**config.mk**
```make
export PLATFORM = sky130hd
export DESIGN_NAME = jtframe_upld_flat
export DESIGN_NICKNAME = d
export VERILOG_FILES = /design/src/rtl/jtframe_upld_pkg.sv /design/src/rtl/jtframe_upld_if.sv /design/src/rtl/jtframe_upld_bankmap.sv /design/src/rtl/jtframe_upld.sv /design/src/flat_wrapper.sv
export SDC_FILE = /design/constraint.sdc
export NUM_CORES = 1
export LEC_CHECK = 0
export CAP_MARGIN = 10
export CORE_ASPECT_RATIO = 0.6
export CORE_UTILIZATION = 56
export CTS_CLUSTER_DIAMETER = 120
export DETAILED_ROUTE_END_ITERATION = 16
export DONT_BUFFER_PORTS = 1
export GPL_ROUTABILITY_DRIVEN = 0
export PLACE_DENSITY = 0.71
export SLEW_MARGIN = 5
export SYNTH_ARGS = -nofsm -noshare
export SYNTH_HDL_FRONTEND = slang
export SYNTH_SLANG_ARGS = --single-unit
```
**constraint.sdc**
```tcl
create_clock -name clk -period 3.4 [get_ports clk]
set_input_delay 0.85 -clock clk [delete_from_list [all_inputs] [get_ports clk]]
set_output_delay 0.85 -clock clk [all_outputs]
set_load 0.005 [all_outputs]
```
**src/rtl/jtframe_upld_pkg.sv**
```systemverilog
// Shared types and defaults for the SDRAM upload (read-back) path.
package jtframe_upld_pkg;

  localparam int unsigned AW  = 26;  // host byte address width
  localparam int unsigned WW  = 22;  // SDRAM word address width within a bank
  localparam int unsigned BAW = 2;   // bank select width
  localparam int unsigned DW  = 16;  // SDRAM data width
  localparam int unsigned BYW = 8;   // host byte width
  localparam int unsigned TW  = 8;   // timeout counter width

  localparam logic [24:0] BA1_DEF = 25'h040_0000;
  localparam logic [24:0] BA2_DEF = 25'h080_0000;
  localparam logic [24:0] BA3_DEF = 25'h0C0_0000;

  typedef enum logic [1:0] {
    ST_IDLE = 2'd0,
    ST_READ = 2'd1,
    ST_OUT  = 2'd2
  } upld_st_e;

  // Buffer tag: which SDRAM word is held.
  typedef struct packed {
    logic [BAW-1:0] ba;
    logic [WW-1:0]  waddr;
  } tag_t;

  // Decoded host address.
  typedef struct packed {
    logic [BAW-1:0] ba;
    logic [WW-1:0]  waddr;
    logic           sel;   // 0: data[7:0], 1: data[15:8]
    logic           oor;   // beyond the end of its bank
  } bmap_t;

  function automatic logic [BYW-1:0] byte_pick(input logic [DW-1:0] w, input logic sel);
    return sel ? w[15:8] : w[7:0];
  endfunction

endpackage

```
**src/rtl/jtframe_upld_if.sv**
```systemverilog
// Host ioctl upload port plus SDRAM programming-port read signals.
interface jtframe_upld_if;
  import jtframe_upld_pkg::*;

  logic           ioctl_ram;
  logic [AW-1:0]  ioctl_addr;
  logic           ioctl_rd;
  logic [BYW-1:0] ioctl_din;
  logic           ioctl_rdy;
  logic [WW-1:0]  prog_addr;
  logic [BAW-1:0] prog_ba;
  logic           prog_rd;
  logic [1:0]     prog_dsn;
  logic [DW-1:0]  prog_data;
  logic           prog_dok;
  logic           prog_rdy;

  modport master (
    input  ioctl_ram, ioctl_addr, ioctl_rd, prog_data, prog_dok, prog_rdy,
    output ioctl_din, ioctl_rdy, prog_addr, prog_ba, prog_rd, prog_dsn
  );

  modport slave (
    output ioctl_ram, ioctl_addr, ioctl_rd, prog_data, prog_dok, prog_rdy,
    input  ioctl_din, ioctl_rdy, prog_addr, prog_ba, prog_rd, prog_dsn
  );
endinterface

```
**src/rtl/jtframe_upld_bankmap.sv**
```systemverilog
// Byte address to {bank, word address, byte lane, out-of-range} decode.
module jtframe_upld_bankmap
  import jtframe_upld_pkg::*;
#(
  parameter logic [24:0] BA1_START = BA1_DEF,
  parameter logic [24:0] BA2_START = BA2_DEF,
  parameter logic [24:0] BA3_START = BA3_DEF,
  parameter bit          SWAB      = 1'b0
) (
  input  logic [AW-1:0] addr,
  output bmap_t         map_c
);

  logic [AW-1:0] base;
  logic [AW-1:0] off;

  // Pick the highest bank whose start is not above the address.
  always_comb begin
    map_c = '0;
    if (addr >= AW'(BA3_START)) begin
      map_c.ba = 2'd3;
      base     = AW'(BA3_START);
    end else if (addr >= AW'(BA2_START)) begin
      map_c.ba = 2'd2;
      base     = AW'(BA2_START);
    end else if (addr >= AW'(BA1_START)) begin
      map_c.ba = 2'd1;
      base     = AW'(BA1_START);
    end else begin
      map_c.ba = 2'd0;
      base     = '0;
    end
    off         = addr - base;
    map_c.waddr = off[22:1];
    map_c.sel   = off[0] ^ SWAB;
    map_c.oor   = |off[25:23];
  end

endmodule

```
**src/rtl/jtframe_upld.sv**
```systemverilog
// Host byte upload -> 16-bit SDRAM reads with a one-word buffer.
module jtframe_upld
  import jtframe_upld_pkg::*;
#(
  parameter logic [24:0] BA1_START = BA1_DEF,
  parameter logic [24:0] BA2_START = BA2_DEF,
  parameter logic [24:0] BA3_START = BA3_DEF,
  parameter bit          SWAB      = 1'b0,
  parameter int unsigned TOUT      = 255
) (
  input  logic         clk,
  input  logic         rst,
  jtframe_upld_if.master bus,
  output logic         busy,
  output logic         err
);

  upld_st_e       st, st_nxt;
  bmap_t          map_c;
  logic [DW-1:0]  buf_data, buf_data_nxt;
  tag_t           buf_tag, buf_tag_nxt;
  logic           buf_vld, buf_vld_nxt;
  tag_t           pend_tag, pend_tag_nxt;
  logic           pend_sel, pend_sel_nxt;
  logic           pend_drop, pend_drop_nxt;
  logic [TW-1:0]  cnt, cnt_nxt;
  logic           ram_l;
  logic           ram_rise, hit;
  logic [DW-1:0]  word_now;
  logic           prog_rd_nxt, ioctl_rdy_nxt, busy_nxt, err_nxt;
  logic [WW-1:0]  prog_addr_nxt;
  logic [BAW-1:0] prog_ba_nxt;
  logic [BYW-1:0] ioctl_din_nxt;

  jtframe_upld_bankmap #(
    .BA1_START(BA1_START), .BA2_START(BA2_START), .BA3_START(BA3_START), .SWAB(SWAB)
  ) u_bankmap (
    .addr  (bus.ioctl_addr),
    .map_c (map_c)
  );

  assign bus.prog_dsn = 2'b00;

  // State, buffer and registered outputs.
  always_ff @(posedge clk or posedge rst) begin
    if (rst) begin
      st            <= ST_IDLE;
      buf_data      <= '0;
      buf_tag       <= '0;
      buf_vld       <= 1'b0;
      pend_tag      <= '0;
      pend_sel      <= 1'b0;
      pend_drop     <= 1'b0;
      cnt           <= '0;
      ram_l         <= 1'b0;
      bus.prog_rd   <= 1'b0;
      bus.prog_addr <= '0;
      bus.prog_ba   <= '0;
      bus.ioctl_rdy <= 1'b0;
      bus.ioctl_din <= 8'h00;
      busy          <= 1'b0;
      err           <= 1'b0;
    end else begin
      st            <= st_nxt;
      buf_data      <= buf_data_nxt;
      buf_tag       <= buf_tag_nxt;
      buf_vld       <= buf_vld_nxt;
      pend_tag      <= pend_tag_nxt;
      pend_sel      <= pend_sel_nxt;
      pend_drop     <= pend_drop_nxt;
      cnt           <= cnt_nxt;
      ram_l         <= bus.ioctl_ram;
      bus.prog_rd   <= prog_rd_nxt;
      bus.prog_addr <= prog_addr_nxt;
      bus.prog_ba   <= prog_ba_nxt;
      bus.ioctl_rdy <= ioctl_rdy_nxt;
      bus.ioctl_din <= ioctl_din_nxt;
      busy          <= busy_nxt;
      err           <= err_nxt;
    end
  end

  // Next state, buffer update and output values.
  always_comb begin
    st_nxt        = st;
    buf_data_nxt  = buf_data;
    buf_tag_nxt   = buf_tag;
    buf_vld_nxt   = buf_vld;
    pend_tag_nxt  = pend_tag;
    pend_sel_nxt  = pend_sel;
    pend_drop_nxt = pend_drop;
    cnt_nxt       = cnt;
    prog_rd_nxt   = bus.prog_rd;
    prog_addr_nxt = bus.prog_addr;
    prog_ba_nxt   = bus.prog_ba;
    ioctl_rdy_nxt = 1'b0;
    ioctl_din_nxt = bus.ioctl_din;
    busy_nxt      = 1'b0;
    err_nxt       = err;

    ram_rise = bus.ioctl_ram & ~ram_l;
    hit      = buf_vld & ~ram_rise & (buf_tag == {map_c.ba, map_c.waddr});
    word_now = bus.prog_dok ? bus.prog_data : buf_data;

    // A new session starts with a clean buffer and no error.
    if (ram_rise) begin
      buf_vld_nxt = 1'b0;
      err_nxt     = 1'b0;
    end

    case (st)
      ST_IDLE, ST_OUT: begin
        st_nxt = ST_IDLE;
        if (bus.ioctl_rd && bus.ioctl_ram) begin
          if (map_c.oor) begin
            ioctl_rdy_nxt = 1'b1;
            ioctl_din_nxt = 8'hFF;
          end else if (hit) begin
            ioctl_rdy_nxt = 1'b1;
            ioctl_din_nxt = byte_pick(buf_data, map_c.sel);
          end else begin
            st_nxt        = ST_READ;
            prog_rd_nxt   = 1'b1;
            prog_addr_nxt = map_c.waddr;
            prog_ba_nxt   = map_c.ba;
            pend_tag_nxt  = {map_c.ba, map_c.waddr};
            pend_sel_nxt  = map_c.sel;
            pend_drop_nxt = 1'b0;
            cnt_nxt       = '0;
            busy_nxt      = 1'b1;
          end
        end
      end
      ST_READ: begin
        busy_nxt = 1'b1;
        if (bus.ioctl_rd) err_nxt = 1'b1;
        if (!bus.ioctl_ram) pend_drop_nxt = 1'b1;
        if (bus.prog_dok) buf_data_nxt = bus.prog_data;
        if (bus.prog_rdy) begin
          prog_rd_nxt = 1'b0;
          busy_nxt    = 1'b0;
          if (pend_drop || !bus.ioctl_ram) begin
            st_nxt      = ST_IDLE;
            buf_vld_nxt = 1'b0;
          end else begin
            st_nxt        = ST_OUT;
            buf_vld_nxt   = 1'b1;
            buf_tag_nxt   = pend_tag;
            ioctl_rdy_nxt = 1'b1;
            ioctl_din_nxt = byte_pick(word_now, pend_sel);
          end
        end else if (cnt == TW'(TOUT - 1)) begin
          // SDRAM never answered: give up and report 8'hFF.
          prog_rd_nxt = 1'b0;
          busy_nxt    = 1'b0;
          err_nxt     = 1'b1;
          buf_vld_nxt = 1'b0;
          if (pend_drop || !bus.ioctl_ram) begin
            st_nxt = ST_IDLE;
          end else begin
            st_nxt        = ST_OUT;
            ioctl_rdy_nxt = 1'b1;
            ioctl_din_nxt = 8'hFF;
          end
        end else begin
          cnt_nxt = cnt + TW'(1);
        end
      end
      default: st_nxt = ST_IDLE;
    endcase
  end

endmodule

```
**src/flat_wrapper.sv**
```systemverilog
// flat-port wrapper written by rule: the top's interface ports become plain ports
module jtframe_upld_flat import jtframe_upld_pkg::*;
#(
  parameter logic [24:0] BA1_START = BA1_DEF,
  parameter logic [24:0] BA2_START = BA2_DEF,
  parameter logic [24:0] BA3_START = BA3_DEF,
  parameter bit          SWAB      = 1'b0,
  parameter int unsigned TOUT      = 255
)
  (clk, rst, busy, err, bus_ioctl_ram, bus_ioctl_addr, bus_ioctl_rd, bus_prog_data, bus_prog_dok, bus_prog_rdy, bus_ioctl_din, bus_ioctl_rdy, bus_prog_addr, bus_prog_ba, bus_prog_rd, bus_prog_dsn);
  jtframe_upld_if bus_i ();
  input  logic clk;
  input  logic rst;
  output logic busy;
  output logic err;
  input wire logic [$bits(bus_i.ioctl_ram)-1:0] bus_ioctl_ram;
  input wire logic [$bits(bus_i.ioctl_addr)-1:0] bus_ioctl_addr;
  input wire logic [$bits(bus_i.ioctl_rd)-1:0] bus_ioctl_rd;
  input wire logic [$bits(bus_i.prog_data)-1:0] bus_prog_data;
  input wire logic [$bits(bus_i.prog_dok)-1:0] bus_prog_dok;
  input wire logic [$bits(bus_i.prog_rdy)-1:0] bus_prog_rdy;
  output wire logic [$bits(bus_i.ioctl_din)-1:0] bus_ioctl_din;
  output wire logic [$bits(bus_i.ioctl_rdy)-1:0] bus_ioctl_rdy;
  output wire logic [$bits(bus_i.prog_addr)-1:0] bus_prog_addr;
  output wire logic [$bits(bus_i.prog_ba)-1:0] bus_prog_ba;
  output wire logic [$bits(bus_i.prog_rd)-1:0] bus_prog_rd;
  output wire logic [$bits(bus_i.prog_dsn)-1:0] bus_prog_dsn;
  assign bus_i.ioctl_ram = bus_ioctl_ram;
  assign bus_i.ioctl_addr = bus_ioctl_addr;
  assign bus_i.ioctl_rd = bus_ioctl_rd;
  assign bus_i.prog_data = bus_prog_data;
  assign bus_i.prog_dok = bus_prog_dok;
  assign bus_i.prog_rdy = bus_prog_rdy;
  assign bus_ioctl_din = bus_i.ioctl_din;
  assign bus_ioctl_rdy = bus_i.ioctl_rdy;
  assign bus_prog_addr = bus_i.prog_addr;
  assign bus_prog_ba = bus_i.prog_ba;
  assign bus_prog_rd = bus_i.prog_rd;
  assign bus_prog_dsn = bus_i.prog_dsn;
  jtframe_upld #(.BA1_START(BA1_START), .BA2_START(BA2_START), .BA3_START(BA3_START), .SWAB(SWAB), .TOUT(TOUT)) u_core (.clk(clk), .rst(rst), .bus(bus_i), .busy(busy), .err(err));
endmodule
```
== After elaboration in Yosys (flattened, before gate mapping) ==
Index checks and enable logic that the tools add are counted.

* Flip-flop bits (word level): 90
* Input port bits: 48
* Output and inout bits: 38
* Logic and storage cells: 118

* Add/sub/neg operators: 2
* Magnitude comparators: 3
* Eq/ne operators: 13
* Muxes and demuxes: 63
* Bitwise logic cells: 8
* Reductions and logical operators: 13

{| class="wikitable"
|+ Operators with widths
! operator !! number
|-
| $mux 8 || 14
|-
| $ge 26x24->1 const B || 2
|-
| $mux 24 || 2
|-
| $pmux 8 s2 || 2
|-
| $mux 1 || 31
|-
| $ge 26x23->1 const B || 1
|-
| $sub 26x26->26 || 1
|-
| $eq 24x24->1 || 1
|-
| $mux 23 || 1
|-
| $mux 16 || 1
|-
| $reduce_and 5->1 || 3
|-
| $mux 2 || 7
|-
| $ne 2x2->1 const B || 6
|-
| $add 8x1->8 const B || 1
|-
| $eq 8x8->1 const B || 1
|-
| $pmux 1 s2 || 4
|-
| $reduce_and 6->1 || 1
|-
| $not 1->1 || 5
|-
| $pmux 2 s2 || 1
|-
| $reduce_and 4->1 || 1
|-
| $and 1x1->1 || 3
|-
| $ne 3x1->1 const B || 1
|-
| $ne 3x2->1 const B || 1
|-
| $reduce_and 3->1 || 1
|-
| other kinds (10) || 10
|}

== Logic depth before layout (Yosys ltp) ==
Gate-level depths: netlist of the first run.

* Word-level depth: 11
* Depth in mapped cells: 9
* Mapped depth without buffers: 9

== Hierarchy ==
From an unflattened synthesis of the first run, not the netlist that was laid out.

* Cells, all modules: 359
* Area total of the unflattened synthesis: 4471.8 um2

{| class="wikitable"
|+ Modules (own cells, without submodules)
! module !! times used !! cells an instance !! area each (um2) !! seq. area each (um2)
|-
| jtframe_upld || 1 || 322 || 4186.5 || 2252.2
|-
| jtframe_upld_bankmap || 1 || 37 || 285.3 || 0.0
|}

== Least setup slack after synthesis of the first run ==
OpenSTA, ideal clock, no wires.

* Path type: input-to-reg
* Start: in bus_ioctl_addr[24]
* End: reg u_core.bus.ioctl_din[0]
* Library setup time: 0.125 ns
* Arrival time: 3.207 ns
* Required time: 3.275 ns
* Path slack: 0.068 ns
* Cell stages on the path: 7
* Buffers on the path: 0
* Path through: or3_1 ha_1 fa_1 and4b_1 a41oi_1 o31ai_2 mux2_2

* Cells in the longest elaborated chain, start to end: 9
* Elaborated cells between the ends (all ways): 20
* Classes of those cells: add/sub (1); order compare (3); eq/ne (2); mux (11); bitwise (1); reduce/logical (2)

{| class="wikitable"
|+ Ends and longest elaborated chain
! what !! line !! source
|-
| from (decl) || flat_wrapper.sv:17 || <nowiki>input wire logic [$bits(bus_i.ioctl_addr)-1:0] bus_ioctl_addr;</nowiki>
|-
| $ge 26x23->1 / $ge 26x24->1 (equally long branches) || jtframe_upld_bankmap.sv:26, jtframe_upld_bankmap.sv:23 ||
|-
| $mux 23 / $mux 24 (equally long branches) || jtframe_upld_bankmap.sv:26, jtframe_upld_bankmap.sv:23 ||
|-
| $mux 24 (on tied branches) || jtframe_upld_bankmap.sv:23, jtframe_upld_bankmap.sv:20 ||
|-
| $mux 24 / $sub 26x26->26 (equally long branches) || jtframe_upld_bankmap.sv:20, jtframe_upld_bankmap.sv:33 ||
|-
| $sub 26x26->26 / $mux 8 (equally long branches) || jtframe_upld_bankmap.sv:33, jtframe_upld_pkg.sv:36 ||
|-
| $eq 24x24->1 (tied with other cells) || jtframe_upld.sv:102 || <nowiki>hit = buf_vld & ~ram_rise & (buf_tag == {map_c.ba, map_c.waddr});</nowiki>
|-
| $and 1x1->1 / $mux 8 (equally long branches) || jtframe_upld.sv:102, jtframe_upld.sv:115 ||
|-
| $ne 3x1->1 (no source line) / $mux 8 (equally long branches) || - ||
|-
| $reduce_and 5->1 (no source line) / $pmux 8 s2 (equally long branches) || - ||
|-
| to (signal assigned) || jtframe_upld.sv:77 || <nowiki>bus.ioctl_din <= ioctl_din_nxt;</nowiki>
|-
| to (decl) || jtframe_upld_if.sv:20 || <nowiki>output ioctl_din, ioctl_rdy, prog_addr, prog_ba, prog_rd, prog_dsn</nowiki>
|}

Several ways; a longest one is shown, not always the timed one. The select of a mux whose other input is x is not followed.
A chain may end at the register's enable or synchronous reset.

== Worst setup path after layout of the first run ==
* Start: in bus_ioctl_addr[24]
* End: reg u_core.bus.ioctl_din[1]

The elaborated chain is that of the path after synthesis.

==> results.tsv, run 1 <==
stage	metric	value	unit
run_status	status	complete, no violations	
worst_setup_path	crit_fanout	5	
worst_setup_path	r2r_cells	7	
timing	skew	0.00823	ns
timing	slew_headroom	54.7	%
cts	root_buffer	clkbuf_16	
synthesis	synthMuxAreaShare	26.5	%
timing	fin_setup_tns	0	ns
synthesis	synth-seq-area-share	51.6	%
cts	clock_sinks	90	
cts	cts_buffers	9	
floorplan	die_area	8160	sq um
synthesis	ys_ff_latch	90	
layout	layout_commonest_cell	dfrtp_1	
layout	multi_input_area	2010	sq um
worst_setup_path	cp.required	3.62	ns
timing	fin_crit_sh	87.6	%
worst_setup_path	endpoint_kind	register	
global_routing	gr-total-overflow	0	
synthesis	synth_edf_count	0	
pwr	p_per_area	708	nW/um^2
worst_setup_path	startpoint	bus_ioctl_addr[24]	
worst_setup_path	setup.worst_path.end	u_core.bus.ioctl_din[1]	
pwr	swShare	26.8	%
drt	vias	2551	
cts	path_clk_slew	0.06	ns
floorplan	core-area	7390	sq um
synthesis	ys_warn_count	0	
global_routing	antenna_found_initial	0	
synthesis	synth-simple-area-share	8.58	%
timing	worst_pin_slew	0.678	ns
floorplan	ios	86	
worst_setup_path	crit_arrival	3.20	ns
cts	cts_setup_buffers	0	
drt	drcViolationCount	0	
global_routing	grt_first_pass_wirelength	13500	microns
synthesis	synth_top_family_by_area	multiplexers	
layout	seq_area	2250	sq um
drt	routed_wl	8130	microns
worst_setup_path	r2r-start	u_core.buf_tag[2]	
pwr	power.share.combinational	20.0	%
pwr	power	3430	uW
drt	drt_iter0_drc	128	
layout	fin_nets	392	
min_path	hold_class	primary input to asynchronous set/reset pin	
synthesis	syn_inst	331	
floorplan	rows	24	
synthesis	ys.flop_type	dfrtp_1	
floorplan	fp.dieH	70.4	microns
cts	worstSkewPairLatency	0.34	ns
layout	n_fill_cell	566	
cts	cts_tree	done	
timing	grt_setup_unrepaired	false	
timing	setup_violations	0	
global_routing	grt_max_degree	61	
placement	hpwl	5780	microns
placement	numPortBuffers	0	
pwr	peakVddDrop	0.435	mV
synthesis	synth_adder_area_share	1.61	%
global_routing	grt_usage	22.4	%
floorplan	die_w	116	microns
drt	routedWlPerCell	18.2	microns
pwr	pwr-share-clk	29.7	%
cts	cts.repair.resized	0	
synthesis	netlist-cell-type-count	43	
floorplan	start_util	59.0	%
layout	drive_gt1_share	32.7	%
global_routing	grt_pass1_vias	2609	
timing	slew_violations	0	
pwr	p_sw	919	uW
timing	period_minus_slack	2.98	ns
pwr	p_int	2510	uW
cts	ctsHoldBuffers	0	
synthesis	synth_compound_area_share	4.48	%
pwr	p_seq_share	50.3	%
cts	htreeDepth	3	
pwr	leakagePower	0.00215	uW
drt	ant_nets	0	
layout	mostFrequentLayoutCells	dfrtp_1 (90), mux2_2 (55), nand2_1 (18)	
worst_setup_path	critPathKind	primary input to register	
drt	dr.pass1.iters	4	
timing	finalHoldViolCount	0	
cts	clockBufferDepth	2	
layout	area_growth	11.0	%
timing	timing.fmax	336	MHz
worst_setup_path	cp-start-kind	primary input	
worst_setup_path	rrSetupSlack	1.06	ns
layout	antenna-diode-count	0	
worst_setup_path	regToRegEndpoint	u_core.bus.ioctl_din[1]	
drt	vias_per_cell	5.71	
flow_run	maxCapViolCount	0	
synthesis	syn_area	4360	sq um
synthesis	synthArstFlopShare	100	%
synthesis	syn_area_per_cell	13.2	sq um
synthesis	synth_xor_area_share	4.82	%
power groups by stage:
stage               registers, uW  clock network, uW  logic [uW]
finish                       1720               1020         684
global route                 1780               1090         749
CTS                          1720               1050         688
detailed placement           1740                  0         684
global placement             1720                  0         655
floorplan                    1640                  0         610
per-stage QoR:
stage / cell area, sq um / setup slack (ns) / cells / hold WS [ns] / util (%)
5_1_grt: 4840 / 0.303 / 447 / 0.342 / 65.5
3_3_place_gp: 4520 / 0.0865 / 431 / 0.470 / 61.2
3_5_place_dp: 4520 / 0.0782 / 431 / 0.493 / 61.2
2_1_floorplan: 4370 / 0.0683 / 332 / 0.457 / -
6_report: 4840 / 0.423 / 447 / 0.329 / 65.5
4_1_cts: 4820 / 0.440 / 446 / 0.509 / 65.2
cell usage after synthesis (all sizes together), types with 4 or more instances:
library cell,instances,area [sq um]
dfrtp,90,2250
mux2,72,875
nand2,18,67.6
nor2,18,67.6
xor2,17,149
a21oi,11,55.1
mux2i,10,100
buf,9,60.1
inv,8,30.0
mux4,8,180
xnor2,7,61.3
nor3,5,36.3
o21ai,5,25.0
o22ai,5,31.3
or2,5,31.3
ha,4,50.1
nand3,4,20.0
nand4,4,25.0
nor4,4,40.0
or3,4,30.0
kinds of logic after synthesis:
logic type	Yosys count
adders and majority gates	5
muxes	90
xor gates and xnor gates	24
AOI/OAI and AO/OA	31
buffers and inverters	20
other	1
and+or+nand+nor	70
DFF	90
per-layer routing:
metal | part of all wire [%] | global-route usage (%) | vias up
met5 | 0 | 0 | -
met4 | 0.91 | 7.69 | 0
met2 | 43 | 29.5 | 74
met1 | 48 | 33.7 | 1278
met3 | 8.7 | 8.25 | 7
li1 | - | - | 1192
critical path, cell delays in order:
cell and delay, ns:
or3_1 0.40, ha_1 0.23, fa_1 0.50, and4b_1 0.19, a41oi_1 0.09, o31ai_2 0.40, buf_4 0.20, mux2_2 0.33
sequential cells by signal, summed over array words and instances (netlist names), 2 cells and up:
register / cells
u_core.buf_tag: 24
u_core.bus.prog_addr: 22
u_core.buf_data: 16
u_core.st: 2
u_core.bus.ioctl_din: 8
u_core.cnt: 8
u_core.bus.prog_ba: 2
area by class of cell:
class	instances	share of cell area [%]
clock buffer	12	4.89
clock inverter	3	1.34
inverter	8	0.646
multi-input combinational	222	41.6
sequential	90	46.5
tap	104	2.69
timing repair buffer	8	2.28
worst min-delay path by stage:
stage / start / end / slack, ns / cells past startpoint
after floorplan: u_core.pend_drop / u_core.pend_drop / 0.46 / 2
after global placement: u_core.pend_drop / u_core.pend_drop / 0.47 / 2
after detailed placement: u_core.pend_drop / u_core.pend_drop / 0.49 / 2
after CTS: u_core.pend_drop / u_core.pend_drop / 0.51 / 2
after global routing: rst / u_core.bus.ioctl_din[6] / 0.34 / 1
final: rst / u_core.buf_data[14] / 0.33 / 1
Power figures use the tool's default switching activity.
==> run 2, diff against run 1 <==
==> constraint.sdc (replaced) <==
create_clock -name clk -period 2.9 [get_ports clk]
set_input_delay 0.725 -clock clk [delete_from_list [all_inputs] [get_ports clk]]
set_output_delay 0.725 -clock clk [all_outputs]
set_load 0.005 [all_outputs]
==> run 2 against run 1 <==
Via count increased by 2.5%. Sequential share of layout area down 1.0 points. Worst hold slack worse by 0.10 ns. Critical path type unchanged. Combinational power is 20% higher. Clock-buffer cell count shrank 2. Final cell count rose by 0.22%. Routed wire length grew 4.6%. Cell area increased by 2.3%. Power increased by 22%. Setup slack worse by 0.34 ns.
==> results.tsv, run 2 (same netlist as run 1, synthesis figures left out) <==
stage	metric	value	unit
run_status	status	complete, no violations	
cts	cts_setup_buffers	0	
layout	largest-register	u_core.buf_tag	
layout	fin_nets	393	
timing	fin_crit_sh	97.0	%
floorplan	core-area	7390	sq um
worst_setup_path	cp.depth	8	
floorplan	rows	24	
pwr	power	4170	uW
timing	period_minus_slack	2.81	ns
floorplan	die_area	8160	sq um
timing	worst_slack	0.0856	ns
cts	clock_sinks	90	
worst_setup_path	cp.required	3.12	ns
drt	routed_wl	8500	microns
cts	worstSkewPairLatency	0.34	ns
cts	root_buffer	clkbuf_16	
worst_setup_path	critPathKind	primary input to register	
worst_setup_path	crit_buf_inv	1	
timing	finalHoldViolCount	0	
drt	vias	2615	
worst_setup_path	slowest_delay	0.51	ns
worst_setup_path	crit_family	simple AND/OR/NAND/NOR gates	
drt	routedWlPerCell	19.0	microns
worst_setup_path	endpoint_kind	register	
cts	clockBufferDepth	2	
pwr	p_per_area	843	nW/um^2
floorplan	start_util	59.0	%
timing	timing.fmax	355	MHz
layout	antenna-diode-count	0	
layout	mostFrequentLayoutCells	dfrtp_1 (90), mux2_2 (48), mux2_4 (24)	
floorplan	die_w	116	microns
cts	cts_tree	done	
layout	n_fill_cell	566	
placement	numPortBuffers	0	
worst_setup_path	cp-start-kind	primary input	
pwr	peakVddDrop	0.386	mV
cts	ctsHoldBuffers	0	
placement	pre_cts_ws	-0.281	ns
flow_run	maxCapViolCount	0	
layout	reg_top3	u_core.buf_tag x24, u_core.bus.prog_addr x22, u_core.buf_data x16	
global_routing	grt_usage	22.8	%
layout	largest_reg_flops	24	
global_routing	gr-total-overflow	0	
min_path	hold_class	primary input to asynchronous set/reset pin	
layout	final_cells	448	
layout	drive_gt1_share	34.6	%
drt	vias_per_cell	5.84	
global_routing	grt_pass1_vias	2674	
worst_setup_path	worstPathCellList	or3_4 > ha_4 > fa_1 > and4b_1 > a41oi_2 > nor3_4 > buf_12 > mux2_2	
floorplan	fp.dieH	70.4	microns
timing	setup_violations	0	
timing	slew_violations	0	
worst_setup_path	crit_fanout	22	
placement	placed_cells	433	
cts	path_clk_slew	0.06	ns
pwr	leakagePower	0.00222	uW
worst_setup_path	slowest_stage	fa_1	
timing	worst_pin_slew	0.676	ns
global_routing	antenna_found_initial	0	
cts	cts_buffers	9	
drt	dr.pass1.iters	4	
worst_setup_path	crit_arrival	3.04	ns
timing	slew_headroom	54.9	%
drt	drt_iter0_drc	138	
cts	htreeDepth	3	
placement	hpwl	5900	microns
global_routing	grt_max_degree	76	
worst_setup_path	r2r_cells	7	
drt	ant_nets	0	
floorplan	ios	86	
timing	skew	0.00486	ns
global_routing	grt_first_pass_wirelength	13800	microns
timing	grt_setup_unrepaired	false	
layout	area_growth	13.5	%
drt	drcViolationCount	0	
layout	layout_commonest_cell	dfrtp_1	
==> run 2: changes by cell type in the layout (fill, tap and decap cells not counted), sizes merged <==
cell,before,now
bufinv,2,3
clkinv,2,1
clkinvlp,0,2
clkbuf,12,10
buf,8,9
==> run 2: metrics by stage <==
step           cell area, sq um  setup TNS (ns)  hold WS (ns)  utilization [%]
2_1_floorplan              4430           -6.17         0.457                -
3_3_place_gp               4610           -4.36         0.469             62.4
3_5_place_dp               4610           -7.40         0.479             62.4
4_1_cts                    4950               0         0.228             67.0
5_1_grt                    4950               0         0.242             67.0
6_report                   4950               0         0.228             67.0
==> run 2: final cells by class <==
cell class / count / area (sq um) / share of cell area [%]
Multi-Input combinational cell: 222 / 2070 / 41.9
Clock buffer: 10 / 239 / 4.83
Sequential cell: 90 / 2250 / 45.5
Timing Repair Buffer: 9 / 118 / 2.38
Inverter: 8 / 33.8 / 0.683
Clock inverter: 5 / 103 / 2.07
Tap cell: 104 / 130 / 2.63
==> run 2: worst reg2reg max path: stages, from the launching register on <==
cell	delay (ns)
dfrtp_1	0.38
xor2_1	0.16
nor4_1	0.35
nand4_1	0.22
nor4_4	0.39
o31ai_4	0.12
buf_12	0.17
mux2_4	0.30
==> run 2: final timing paths <==
kind	endpoint	slack, ns	from
max in group asynchronous	u_core.cnt[2]	1.97	rst
min in group clk	u_core.ram_l	0.41	bus_ioctl_ram
hold reg to reg	u_core.pend_drop	0.50	u_core.pend_drop
hold / removal	u_core.buf_tag[4]	0.23	rst
setup / recovery	u_core.bus.prog_addr[20]	0.09	bus_ioctl_addr[24]
setup reg to reg	u_core.bus.ioctl_din[4]	0.70	u_core.buf_tag[17]
==> run 2: power breakdown <==
part / leakage [uW] / total [uW] / internal (uW) / switching, uW
sequential: 0.00113 / 2030 / 1660 / 374
clock: 0.000165 / 1320 / 858 / 462
combinational: 0.000927 / 822 / 549 / 272
total: 0.00222 / 4170 / 3060 / 1110
==> run 2: metal layers <==
layer	GRT usage, %	part of all wire, %	wire length [microns]	up-vias
li1	-	-	-	1194
met1	31.6	47	3960	1338
met2	32.4	45	3780	71
met3	9.38	7.7	655	12
met4	7.12	1.2	104	0
met5	0	0	0	-
==> run 2: what timing repair did <==
item / CTS / global route
setup endpoints to repair: 0 / 4
gates resized for setup: 0 / 0
endpoints found under the hold margin: 0 / 0
